`src/rtl/mem_pkg.sv`:
```
// rtl/mem_pkg.sv - size encodings, FSM states and lane helpers for the RAM request adapter
package mem_pkg;

    localparam logic [1:0] SZ_BYTE = 2'd0;
    localparam logic [1:0] SZ_HALF = 2'd1;
    localparam logic [1:0] SZ_WORD = 2'd2;
    localparam logic [1:0] SZ_RSVD = 2'd3;

    typedef enum logic {
        ST_IDLE = 1'b0,
        ST_RESP = 1'b1
    } state_e;

    function automatic logic access_err(input logic [1:0] size, input logic [1:0] offset);
        case (size)
            SZ_BYTE: access_err = 1'b0;
            SZ_HALF: access_err = offset[0];
            SZ_WORD: access_err = (offset != 2'b00);
            default: access_err = 1'b1;
        endcase
    endfunction

    function automatic logic [3:0] lane_mask(input logic [1:0] size, input logic [1:0] offset);
        case (size)
            SZ_BYTE: lane_mask = 4'b0001 << offset;
            SZ_HALF: lane_mask = 4'b0011 << offset;
            SZ_WORD: lane_mask = 4'b1111;
            default: lane_mask = 4'b0000;
        endcase
    endfunction

endpackage

```
`src/rtl/ram_rdata_align.sv`:
```
// rtl/ram_rdata_align.sv - selects the addressed lane of a RAM word and zero/sign-extends it
module ram_rdata_align
    import mem_pkg::*;
(
    input  logic [31:0] ram_dout,
    input  logic [1:0]  offset,
    input  logic [1:0]  size,
    input  logic        load_unsigned,
    output logic [31:0] rdata
);

    logic [31:0] lane;

    always_comb begin
        lane  = ram_dout >> {offset, 3'b000};
        rdata = lane;
        case (size)
            SZ_BYTE: rdata = {{24{~load_unsigned & lane[7]}}, lane[7:0]};
            SZ_HALF: rdata = {{16{~load_unsigned & lane[15]}}, lane[15:0]};
            default: rdata = lane;
        endcase
    end

endmodule

```
`src/rtl/ram_req_adapter.sv`:
```
// rtl/ram_req_adapter.sv - turns byte-addressed load/store requests into byte-lane RAM accesses
module ram_req_adapter
    import mem_pkg::*;
#(
    parameter int ADDR_WIDTH = 12
)
(
    input  logic                  clk,
    input  logic                  rst,
    input  logic                  req_valid,
    output logic                  req_ready,
    input  logic [31:0]           req_addr,
    input  logic                  req_we,
    input  logic [1:0]            req_size,
    input  logic                  req_unsigned,
    input  logic [31:0]           req_wdata,
    output logic                  rsp_valid,
    input  logic                  rsp_ready,
    output logic [31:0]           rsp_rdata,
    output logic                  rsp_err,
    output logic [3:0]            ram_we,
    output logic [ADDR_WIDTH-1:0] ram_addr,
    output logic [31:0]           ram_din,
    input  logic [31:0]           ram_dout
);

    state_e                state;
    logic [ADDR_WIDTH-1:0] addr_q;
    logic [1:0]            offset_q;
    logic [1:0]            size_q;
    logic                  unsigned_q;
    logic                  we_q;
    logic                  err_q;
    logic                  accept;
    logic                  req_err;
    logic [31:0]           aligned;
    logic                  unused_addr_hi;

    assign unused_addr_hi = ^req_addr[31:ADDR_WIDTH+2];

    assign req_ready = !rst && ((state == ST_IDLE) || rsp_ready);
    assign accept    = req_valid && req_ready;
    assign req_err   = access_err(req_size, req_addr[1:0]);
    assign rsp_valid = (state == ST_RESP);

    // Holding the last address keeps ram_dout steady while a response is stalled.
    assign ram_addr = accept ? req_addr[ADDR_WIDTH+1:2] : addr_q;
    assign ram_we   = (accept && req_we && !req_err) ? lane_mask(req_size, req_addr[1:0]) : 4'b0000;

    always_comb begin
        case (req_size)
            SZ_BYTE: ram_din = {4{req_wdata[7:0]}};
            SZ_HALF: ram_din = {2{req_wdata[15:0]}};
            default: ram_din = req_wdata;
        endcase
    end

    always_ff @(posedge clk or posedge rst) begin
        if (rst) begin
            state      <= ST_IDLE;
            addr_q     <= '0;
            offset_q   <= 2'b00;
            size_q     <= SZ_BYTE;
            unsigned_q <= 1'b0;
            we_q       <= 1'b0;
            err_q      <= 1'b0;
        end else begin
            case (state)
                ST_IDLE: if (accept) state <= ST_RESP;
                ST_RESP: if (rsp_ready && !req_valid) state <= ST_IDLE;
                default: state <= ST_IDLE;
            endcase
            if (accept) begin
                addr_q     <= req_addr[ADDR_WIDTH+1:2];
                offset_q   <= req_addr[1:0];
                size_q     <= req_size;
                unsigned_q <= req_unsigned;
                we_q       <= req_we;
                err_q      <= req_err;
            end
        end
    end

    ram_rdata_align u_align (
        .ram_dout      (ram_dout),
        .offset        (offset_q),
        .size          (size_q),
        .load_unsigned (unsigned_q),
        .rdata         (aligned)
    );

    assign rsp_rdata = (we_q || err_q) ? 32'h0 : aligned;
    assign rsp_err   = err_q;

endmodule

```
`config.mk`:
```
export PLATFORM = sky130hd
export DESIGN_NAME = ram_req_adapter
export DESIGN_NICKNAME = d
export VERILOG_FILES = /design/src/rtl/mem_pkg.sv /design/src/rtl/ram_rdata_align.sv /design/src/rtl/ram_req_adapter.sv
export SDC_FILE = /design/constraint.sdc
export NUM_CORES = 1
export LEC_CHECK = 0
export CAP_MARGIN = 5
export CORE_MARGIN = 2
export CORE_UTILIZATION = 32
export CTS_BUF_LIST = sky130_fd_sc_hd__clkbuf_8
export DETAILED_ROUTE_END_ITERATION = 12
export GPL_TIMING_DRIVEN = 0
export HOLD_SLACK_MARGIN = 0.06
export PLACE_DENSITY_LB_ADDON = 0.05
export SYNTH_ARGS = -nofsm -noshare
export SYNTH_HDL_FRONTEND = slang
export SYNTH_SLANG_ARGS = --single-unit
```
`constraint.sdc`:
```
create_clock -name clk -period 2.9 [get_ports clk]
set_input_delay 0.725 -clock clk [delete_from_list [all_inputs] [get_ports clk]]
set_output_delay 0.725 -clock clk [all_outputs]
set_load 0.05 [all_outputs]
```
Word-level counts from Yosys, hierarchy flattened
Index checks and enable logic that the tools add are counted.
Storage, ports and cells
  flip-flop bits (word level): 20
  input port bits: 104
  output and inout bits: 83
  word-level logic and storage cells: 40
Cells by class
  equality and inequality tests: 3
  shift-type cells: 3
  mux-type cells: 10
  bitwise operators: 4
  reduce and logical (&&, ||, !) cells: 13
Operators with widths (number)
  32-bit one-hot mux with 2 select lines: 2
  32-bit 2-to-1 mux: 1
  32-bit by 5-bit >> shifter with 32-bit output: 1
  12-bit 2-to-1 mux: 1
  4-bit one-hot mux with 3 select lines: 1
  1-bit logical AND: 5
  2-bit by 1-bit == test with 1-bit output (second input constant): 2
  2-bit zero test: 2
  4-bit 2-to-1 mux: 1
  1-bit by 2-bit << shifter with 4-bit output (first input constant): 1
  2-bit by 2-bit << shifter with 4-bit output (first input constant): 1
  1-bit zero test: 3
  1-bit one-hot mux with 3 select lines: 1
  1-bit AND: 2
  2-bit == test (second input constant): 1
  1-bit logical OR: 2
  1-bit 2-to-1 mux: 2
  1-bit inverter: 2
  1-bit one-hot mux with 2 select lines: 1
  2-bit nonzero test: 1

Longest topological paths before layout
  word-level depth: 7
  depth in mapped cells: 5
  gate-level depth less buffers: 3

Modules after synthesis
Synthesis repeated with hierarchy kept, for this count alone.
Second synthesis, totals
  cells, all modules: 258
  area, all modules: 2292.2 µm²
By module, submodules not included
  ram_req_adapter: instances 1, cells an instance 155, area an instance 1524.0 µm², sequential area each 500.5 µm²
  ram_rdata_align: instances 1, cells an instance 103, area an instance 768.2 µm², sequential area each 0.0 µm²

Worst setup path before layout
Ideal clock, no wire load.
  kind: input to output
  start: input req_valid
  end: output ram_we[0]
  arrival: 3429 ps
  data required time: 2175 ps
  slack: -1254 ps
  stages: 3
  path buffers: 0
  cell sequence: nor2b_1 nand3_1 a2111oi_0
On the way
  word-level cells in the longest chain between the ends: 4
RTL lines
  from (decl): RTL line ram_req_adapter.sv:10  | input logic req_valid,
  1-bit logical AND: RTL line ram_req_adapter.sv:42  | assign accept = req_valid && req_ready;
  1-bit logical AND (2 in series): RTL line ram_req_adapter.sv:48  | assign ram_we = (accept && req_we && !req_err) ? lane_mask(req_size, req_addr[1:0]) : 4'b0000;
  4-bit 2-to-1 mux: RTL line ram_req_adapter.sv:48
  to (decl): RTL line ram_req_adapter.sv:21  | output logic [3:0] ram_we,
Every way passes these cells.

Worst setup path in the final report
  start: input req_wdata[0]
  end: output ram_din[0]
On the way
  word-level cells in the longest chain between the ends: 1
RTL lines
  from (decl): RTL line ram_req_adapter.sv:16  | input logic [31:0] req_wdata,
  32-bit one-hot mux with 2 select lines: RTL line ram_req_adapter.sv:51  | case (req_size)
  to (decl): RTL line ram_req_adapter.sv:23  | output logic [31:0] ram_din,
Every way passes these cells.

==> impl_metrics.yaml <==
status:
  outcome: "complete, no violations"
route:
  top_layer_used: "met4"
  routed_via_density: 5.039
  wl_met1_microns: 3329
  drcViolationCount: 0
  wl_met3_microns: 477
  routed_wl_microns: 7877
  drtIter0Drc: 45
  wl_per_cell_microns: 16.34
  dr_wl_met2_microns: 4026
  vias: 2429
  first_pass_iters: 4
  ant_nets: 0
job:
  drv_cap: 0
final_layout:
  instances_no_fill: 482
  layout_common_cells: "clkdlybuf4s50_1 (80), mux2_2 (43), buf_4 (26)"
  drive_gt1_share_pct: 42.22
  area_delta_synth_final_pct: 95.33
  final_common_cell: "clkdlybuf4s50_1"
  nFillCells: 598
  antenna-diode-count: 0
  multi_input_area_sq_um: 1588
  fin_util_pct: 64.32
  final_nets: 510
  seqCellArea_sq_um: 500.5
critical_path:
  cp.required_ps: 2170
  cp-end-kind: "primary output"
  crit_arrival_ps: 2150
  critPathKind: "input pin to primary output"
  start_kind: "input pin"
  crit_chain: "clkdlybuf4s50_1, buf_4, clkdlybuf4s50_1"
  cp_slowest_cell: "clkdlybuf4s50_1"
  cp_max_fo: 4
  cp_common_cell: "clkdlybuf4s50_1"
  cpPeakStageDelay_ps: 780
global_routing:
  antenna_found_initial: 0
  first_global_vias: 2445
  grt_usage_pct: 20.81
  grt.overflow.total: 0
  grt_max_degree: 21
  grt_pass1_wl_microns: 12320
die:
  start_util_pct: 32.93
  core_sq_um: 6350
  dieArea_sq_um: 7196
  die_w_microns: 84.83
  ioPinCount: 187
  rows: 29
  dieHeight_microns: 84.83
power_and_ir_drop:
  pwr_density_cell_nw_per_um2: 549.4
  ir_drop_v: 0.0004932
  power.leakage_nw: 1.795
place:
  place_congestion: 0.7971
  placed_cells_incl_taps: 470
  hpwlAfterDp_microns: 6058
  pre_cts_ws_ps: -940.3
  io_buffers: 166
synth:
  syn-num-nets: 331
  yosys.area.top_type: "mux2_2"
  ys_warn_count: 0
  yosysTopAreaCellShare_pct: 25.85
  syn_avg_cell_area_sq_um: 9.210
  ys_seq_elements: 20
  syn_inst: 227
  synth_edf_count: 0
  syn-cell-area_sq_um: 2091
  synth_flop_cell: "dfrtp_1"
  yosysSeqAreaShare_pct: 23.94
  synthDistinctLibCells: 37
  synthArstFlopShare_pct: 100.0
  netlist_top_cells_area: "mux2_2 (26%), dfrtp_1 (24%), mux2i_1 (7.2%)"
clock_tree:
  numClockSinks: 20
  clockRootBuffer: "clkbuf_8"
  cts_buffer_depth: 2
  cts-buffers-inserted: 3
  cts-htree-levels: 1
  clock_latency_ps: 250
  clkSlewWorstSetupHoldPaths_ps: 70
  cts_tree: "yes"
timing:
  period_share_pct: 98.99
  rsz0062_at_grt: "yes"
  fin_skew_ps: 4.478
  slew_headroom_pct: 50.01
  worst_pin_slew_ps: 749.0
  final.setup.worst_slack_ps: 29.43
  setup_viol: 0
  final-hold-violation-count: 0
  drv_slew: 0
  timing.fmax_mhz: 348.4
  hold_ws_ps: 495.8
  layout_min_cycle_time_ps: 2871
hold_path:
  hp-class: "flop to flop"
==> metal layers <==
metal,vias to the layer above,track usage [%]
met5,-,0
met4,0,3.319
met3,4,3.016
met2,82,37.29
met1,1149,27.05
li1,1194,-
==> synthesized netlist by cell type, drive strengths merged, types with 2 or more instances <==
cell / instances
nor2: 21
a221oi: 9
nand2: 18
clkbuf: 9
and2b: 2
inv: 3
a21oi: 2
o21ai: 22
mux2: 49
nand3: 2
buf: 16
xor2: 2
nor2b: 3
nand2b: 3
nor3: 4
o2bb2ai: 8
a211oi: 8
dfrtp: 20
mux2i: 15
==> power by group <==
| part | internal [mW] | total [mW] | switching [mW] |
|---|---|---|---|
| clock network | 0.184 | 0.272 | 0.0878 |
| logic | 0.596 | 1.60 | 1.01 |
| registers | 0.331 | 0.370 | 0.0386 |
==> area by class of cell <==
type / instances / share of cell area, %
Timing Repair Buffer: 176 / 40.17
Multi-Input combinational cell: 178 / 38.88
Sequential cell: 20 / 12.25
Buffer: 23 / 4.136
Tap cell: 77 / 2.359
Clock buffer: 3 / 1.011
Clock inverter: 1 / 0.7353
Inverter: 4 / 0.4596
==> cells by family after synthesis <==
group	count (synthesis)	synth area share [%]
muxes	65	34.83
and+or+nand+nor	58	13.94
AOI/OAI and AO/OA	53	18.49
buffers and inverters	29	7.959
DFF	20	23.94
xor gates and xnor gates	2	0.8380
==> metrics by stage <==
stage | instance area, sq um | TNS [ps] | total power [mW]
floorplan | 2205 | -1625 | 1.431
global placement | 3963 | -41650 | 1.952
detailed placement | 3963 | -43500 | 1.965
CTS | 4019 | 0 | 2.206
global route | 4084 | -30.07 | 2.352
finish | 4084 | 0 | 2.244
==> path summary, 6_finish.rpt <==
| check | start | to | slack (ps) | cells after the start |
|---|---|---|---|---|
| max | req_wdata[0] | ram_din[0] | 30 | 3 |
| min | addr_q[1] | addr_q[1] | 500 | 1 |
| min in group asynchronous | rst | rsp_valid | 770 | 2 |
| max in group asynchronous | rst | addr_q[10] | 1650 | 2 |
| min reg2reg | addr_q[1] | addr_q[1] | 500 | 1 |
| max reg2reg | rsp_valid | addr_q[10] | 1390 | 5 |
==> timing repair <==
item                                    in CTS  in global routing
resized for setup                          282                 96
gates cloned                                 2                  0
endpoints found under the setup margin      74                 55
pin swaps                                    3                  1
endpoints found under the hold margin        0                  0
setup buffers                                8                  0
hold buffers                                 0                  0
==> state kept, by name, indices dropped and copies added (netlist names) <==
signal / flops
rsp_valid: 1
offset_q: 2
unsigned_q: 1
size_q: 2
rsp_err: 1
we_q: 1
addr_q: 12
==> worst max-delay path, delay by kind of cell <==
family | cells | cell delay (ps)
buf+inv | 3 | 1420
No activity file was read; power rests on OpenSTA's default activity.
